### src/rtl/spi_sensor_slave.sv
// SPI mode-3 slave exposing a 64x8 sensor register file; the host side updates
// registers directly and is notified of every committed SPI write.
module spi_sensor_slave #(
    parameter logic [7:0] WHO_AM_I = 8'hD3
) (
    input  logic       clk,
    input  logic       reset,
    input  logic       SCLK,
    input  logic       MOSI,
    input  logic       SS,
    output logic       MISO,
    input  logic       sample_valid,
    input  logic [5:0] sample_addr,
    input  logic [7:0] sample_data,
    output logic       wr_valid,
    output logic [5:0] wr_addr,
    output logic [7:0] wr_data,
    output logic       busy
);
    typedef enum logic [1:0] {IDLE, CMD, DATA} state_t;

    state_t     state, state_next;
    logic [1:0] sclk_sync, mosi_sync, ss_sync;
    logic       sclk_d, ss_d;
    logic       sclk_s, mosi_s, ss_s;
    logic       sclk_rise, sclk_fall, ss_fall;
    logic [2:0] bit_cnt;
    logic [7:0] shift_in, out_sh, in_byte;
    logic       miso_r, rw, ms;
    logic [5:0] addr, addr_next;
    logic       cmd_done, byte_done;
    logic [7:0] regs [64];

    assign sclk_s    = sclk_sync[1];
    assign mosi_s    = mosi_sync[1];
    assign ss_s      = ss_sync[1];
    assign sclk_rise = sclk_s & ~sclk_d;
    assign sclk_fall = ~sclk_s & sclk_d;
    assign ss_fall   = ~ss_s & ss_d;
    assign in_byte   = {shift_in[6:0], mosi_s};
    assign addr_next = ms ? addr + 6'd1 : addr;
    assign busy      = (state != IDLE);
    assign MISO      = miso_r & rw & (state == DATA);

    function automatic logic [7:0] rd_reg(input logic [5:0] a);
        return (a == 6'h0F) ? WHO_AM_I : regs[a];
    endfunction

    // Synchronizers reset low so an SS held low across reset shows no falling
    // edge: the slave stays idle until SS is released and asserted again.
    always_ff @(posedge clk) begin
        if (reset) begin
            sclk_sync <= '0;
            mosi_sync <= '0;
            ss_sync   <= '0;
            sclk_d    <= 1'b0;
            ss_d      <= 1'b0;
        end else begin
            sclk_sync <= {sclk_sync[0], SCLK};
            mosi_sync <= {mosi_sync[0], MOSI};
            ss_sync   <= {ss_sync[0], SS};
            sclk_d    <= sclk_s;
            ss_d      <= ss_s;
        end
    end

    always_ff @(posedge clk) begin
        if (reset) state <= IDLE;
        else       state <= state_next;
    end

    always_comb begin
        state_next = state;
        cmd_done   = 1'b0;
        byte_done  = 1'b0;
        case (state)
            IDLE: if (ss_fall) state_next = CMD;
            CMD: begin
                if (ss_s) state_next = IDLE;
                else if (sclk_rise && bit_cnt == 3'd7) begin
                    cmd_done   = 1'b1;
                    state_next = DATA;
                end
            end
            DATA: begin
                if (ss_s) state_next = IDLE;
                else if (sclk_rise && bit_cnt == 3'd7) byte_done = 1'b1;
            end
            default: state_next = IDLE;
        endcase
    end

    always_ff @(posedge clk) begin
        if (reset) begin
            bit_cnt  <= '0;
            shift_in <= '0;
            out_sh   <= '0;
            miso_r   <= 1'b0;
            rw       <= 1'b0;
            ms       <= 1'b0;
            addr     <= '0;
            wr_valid <= 1'b0;
            wr_addr  <= '0;
            wr_data  <= '0;
            for (int i = 0; i < 64; i++) regs[i] <= 8'h00;
        end else begin
            wr_valid <= 1'b0;
            // Host update first so a same-cycle SPI commit below overrides it.
            if (sample_valid) regs[sample_addr] <= sample_data;
            if (state == IDLE) begin
                if (ss_fall) begin
                    bit_cnt  <= '0;
                    shift_in <= '0;
                    out_sh   <= '0;
                    miso_r   <= 1'b0;
                end
            end else if (!ss_s && sclk_rise) begin
                bit_cnt  <= bit_cnt + 3'd1;
                shift_in <= in_byte;
                if (cmd_done) begin
                    rw     <= in_byte[7];
                    ms     <= in_byte[6];
                    addr   <= in_byte[5:0];
                    out_sh <= rd_reg(in_byte[5:0]);
                end
                if (byte_done) begin
                    if (!rw && addr != 6'h0F) begin
                        regs[addr] <= in_byte;
                        wr_valid   <= 1'b1;
                        wr_addr    <= addr;
                        wr_data    <= in_byte;
                    end
                    addr   <= addr_next;
                    out_sh <= rd_reg(addr_next);
                end
            end else if (state == DATA && !ss_s && sclk_fall && rw) begin
                miso_r <= out_sh[7];
                out_sh <= {out_sh[6:0], 1'b0};
            end
        end
    end
endmodule

### config.mk
export PLATFORM = sky130hd
export DESIGN_NAME = spi_sensor_slave
export DESIGN_NICKNAME = d
export VERILOG_FILES = /design/src/rtl/spi_sensor_slave.sv
export SDC_FILE = /design/constraint.sdc
export NUM_CORES = 2
export LEC_CHECK = 0
export ABC_AREA = 1
export CAP_MARGIN = 20
export CORE_MARGIN = 2
export CORE_UTILIZATION = 32
export CTS_BUF_LIST = sky130_fd_sc_hd__clkbuf_8
export DETAILED_ROUTE_END_ITERATION = 7
export GPL_TIMING_DRIVEN = 0
export PLACE_DENSITY = 0.49
export RECOVER_POWER = 50
export SYNTH_ARGS = -nofsm -noshare
export SYNTH_HDL_FRONTEND = slang
export SYNTH_SLANG_ARGS = --single-unit
### constraint.sdc
create_clock -name clk -period 3.1 [get_ports clk]
set_input_delay 0.465 -clock clk [delete_from_list [all_inputs] [get_ports clk]]
set_output_delay 0.465 -clock clk [all_outputs]
set_load 0.01 [all_outputs]
==> metrics.txt <==
area post-placement=38800 sq um; CP cell instances=clkinv_1, clkbuf_1, nand3_1, nand3_1, nand2_1, nand2_1, nand3_1, a21oi_2, nor2_1, nand2_1, a21oi_1; Die W=336 um; final instance area=~42000 sq um; Worst Skew=between 0.03 and 0.04 ns; CTS tree=done; routed vias/inst=approximately 6.6; R2R Path Start=shift_in[1]; total routed wirelength=266 mm; 1st-pass router iterations=6; status=finished, violations left; Total GRT Usage=0.461; Req. time, crit path=around 3.8 ns; Worst-Margin Slew=~1.3 ns; Fin Setup TNS=-0.633 ns; Rel. slew slack=0.113; Worst path slowest cell=clkbuf_1; DRT antenna net count=0; drt drc=0; syn_area_per_cell=7.58 sq um; first-pass GRT wire length=roughly 340 mm; Power Density=between 400 and 500 nW/um^2; 1st-iter DRT viols=roughly 7400; Startpoint Class=flop; Sink Count=between 500 and 600; flop-to-flop setup slack=-0.14 ns; WHS Endpoint=ss_sync[0]; CTS root buffer=clkbuf_8; WL/cell=between 40 and 50 um; cell count after synthesis=around 4600; HP Class=in -> reg; clock-pin slew on the worst setup and hold paths=roughly 0.070 ns; Worst path top cell family by delay=buffers and inverters; CP bufs+invs=2; critical path capture point type=flop; Port Buffers=25; Max-Cap Viols=0; Final Slew Violations=0; Leakage=~15 nW; die height=between 300 and 400 um; Layout area overhead=19.9%; failing checks=negative setup slack; crit-path max FO=10; Post-Syn Nets=roughly 4700; Final #Nets=between 4000 and 5000; initial antenna violation count=29; RSZ-0062 raised after global routing=yes; cell count of the worst reg-to-reg path=11; num ports=37; routed wl met3=35.5 mm; Worst VDD drop=287 uV; crit path kind=reg -> reg; setup slack after layout=-0.138 ns; layout cells sized above 1=0.125; GP Congestion=roughly 1.1; Max Used Layer=met5; maximum clock frequency=slightly above 0.3 GHz; RR Endpoint=out_sh[0]; clk buf depth=3; die area=between 100000 and 150000 sq um; final period utilization=1.04; vias in the first global route=36829; routed vias=around 42000; hold-critical path depth=3; final worst path period need=about 3.2 ns; final setup vio count=19; hold_sp=SS; final hold violation count=0; sequential fraction of the synthesis area=0.466; synthesized flop and latch total=around 560; met1 wire length=between 100 and 150 mm; Clock Latency Late Sink=approximately 0.83 ns; gr ovfl total=0; critical path data arrival time=about 3.9 ns; Yosys warning total=0; total CTS buffers=a little over 100; Post-Syn Area=35200 sq um; met2 wire len=about 110 mm; Max stage delay on crit path=around 0.94 ns; Netlist cell types=32; Initial Utilization=0.323; largest net degree at the start of global routing=16; Core Rows=~120; HPWL Detailed=just under 200 mm; core area=approximately 110000 sq um; CTS HTree Levels=3
-- worst max path at each step --
stage	start	end	slack [ns]	cells after the start
after detailed placement	sample_addr[0]	regs[16][5]	-1.55	8
after CTS	addr[1]	out_sh[5]	-0.009	14
after global placement	reset	regs[17][5]	-2.34	8
after global routing	ms	out_sh[7]	-0.04	18
final	shift_in[1]	out_sh[0]	-0.14	11
after floorplan	reset	regs[11][0]	0.58	8
-- sequential cells by signal, indices dropped and copies added (netlist names) --
signal,count
shift_in,7
bit_cnt,3
wr_addr,6
addr,6
regs,512
ms,1
out_sh,8
sclk_sync,2
wr_valid,1
ss_d,1
ss_sync,2
sclk_d,1
mosi_sync,2
state,2
wr_data,8
miso_r,1
rw,1
-- metal layers --
layer,up-vias,global-route usage
met5,-,0.0140
met4,8,0.324
met3,894,0.159
met2,3747,0.633
met1,20752,0.599
li1,16941,-
-- worst register-to-register path: cells and delay by family, from the launching register on --
family          cells  cell delay, ns
buf+inv             2            1.20
compound gates      2            0.32
flops               1            0.35
simple gates        7            1.22
-- placed cells by master, fill, tap and decap left out, drive strengths merged, types with 33 or more instances in the layout --
| cell type | Yosys | final |
|---|---|---|
| a21oi | 168 | 168 |
| clkbuf | 356 | 438 |
| dfxtp | 52 | 52 |
| o21ai | 743 | 743 |
| inv | 335 | 376 |
| nor2 | 254 | 254 |
| buf | 60 | 203 |
| nand3 | 1039 | 1039 |
| nand4 | 35 | 35 |
| nand2 | 834 | 834 |
| clkinv | 11 | 47 |
| o211ai | 184 | 184 |
| diode | 0 | 33 |
| edfxtp | 512 | 512 |
-- Yosys cell counts --
library cell	n	area (sq um)
o21bai_1	1	7.51
nor2_4	9	101
or2_2	4	25.0
o21ai_1	21	105
nand2_2	1	6.26
o22ai_1	11	68.8
edfxtp_1	512	15400
nor3_1	21	105
nand2_4	1	11.3
inv_1	322	1210
o211ai_1	184	1380
buf_1	53	199
xor2_1	1	8.76
clkinv_1	11	41.3
o21ai_0	722	3610
nand4_1	35	219
nor2_2	1	6.26
a221oi_1	1	8.76
a2111oi_0	1	8.76
nand3_1	1039	5200
a211oi_1	3	22.5
nand2_1	832	3120
dfxtp_1	52	1040
a21oi_1	168	841
nor2_1	244	916
clkbuf_1	356	1340
nand3b_1	7	52.6
buf_2	7	35.0
nor3_2	4	40.0
a31oi_1	7	43.8
inv_2	13	48.8
ha_1	3	37.5
-- repair_timing --
item | in CTS | in global routing
hold endpoints to repair | 0 | 0
resized for setup | 409 | 157
setup endpoints to repair | 1040 | 576
pin swaps | 12 | 0
hold buffers | 0 | 0
setup buffers | 39 | 0
-- power by group --
part | switching [mW] | internal, mW
Combinational | 1.40 | 0.403
Clock | 3.54 | 3.10
Sequential | 0.364 | 8.66
Total | 5.30 | 12.2
-- metrics by stage --
| stage | cells | util | total power, mW | hold WS [ns] | worst slack (ns) |
|---|---|---|---|---|---|
| finish | 6424 | 0.388 | 17.5 | 0.160 | -0.138 |
| global route | 6398 | 0.387 | 17.8 | 0.164 | -0.0411 |
| CTS | 6387 | 0.384 | 17.3 | 0.134 | -0.00934 |
| detailed placement | 6172 | 0.356 | 10.8 | 0.400 | -1.55 |
| global placement | 6086 | 0.342 | 10.7 | 0.402 | -2.34 |
| floorplan | 4647 | - | 9.72 | 0.388 | 0.582 |
-- area by class of cell --
| type | count | area (sq um) |
|---|---|---|
| Sequential cell | 564 | 16400 |
| Multi-Input combinational cell | 3321 | 16400 |
| Tap cell | 1414 | 1770 |
| Timing Repair Buffer | 154 | 2290 |
| Clock inverter | 78 | 364 |
| Antenna cell | 33 | 82.6 |
| Buffer | 411 | 2220 |
| Fill cell | 11622 | 66700 |
| Clock buffer | 103 | 1420 |
| Inverter | 346 | 1320 |
-- cells by family after synthesis --
kind of cell,count (synthesis),share of synthesized area
xor+xnor,1,0.000249
flops,564,0.466
fa+ha+maj,3,0.00107
buf+inv,762,0.0814
simple gates,2198,0.278
compound gates,1119,0.173
Power figures use the tool's default switching activity.
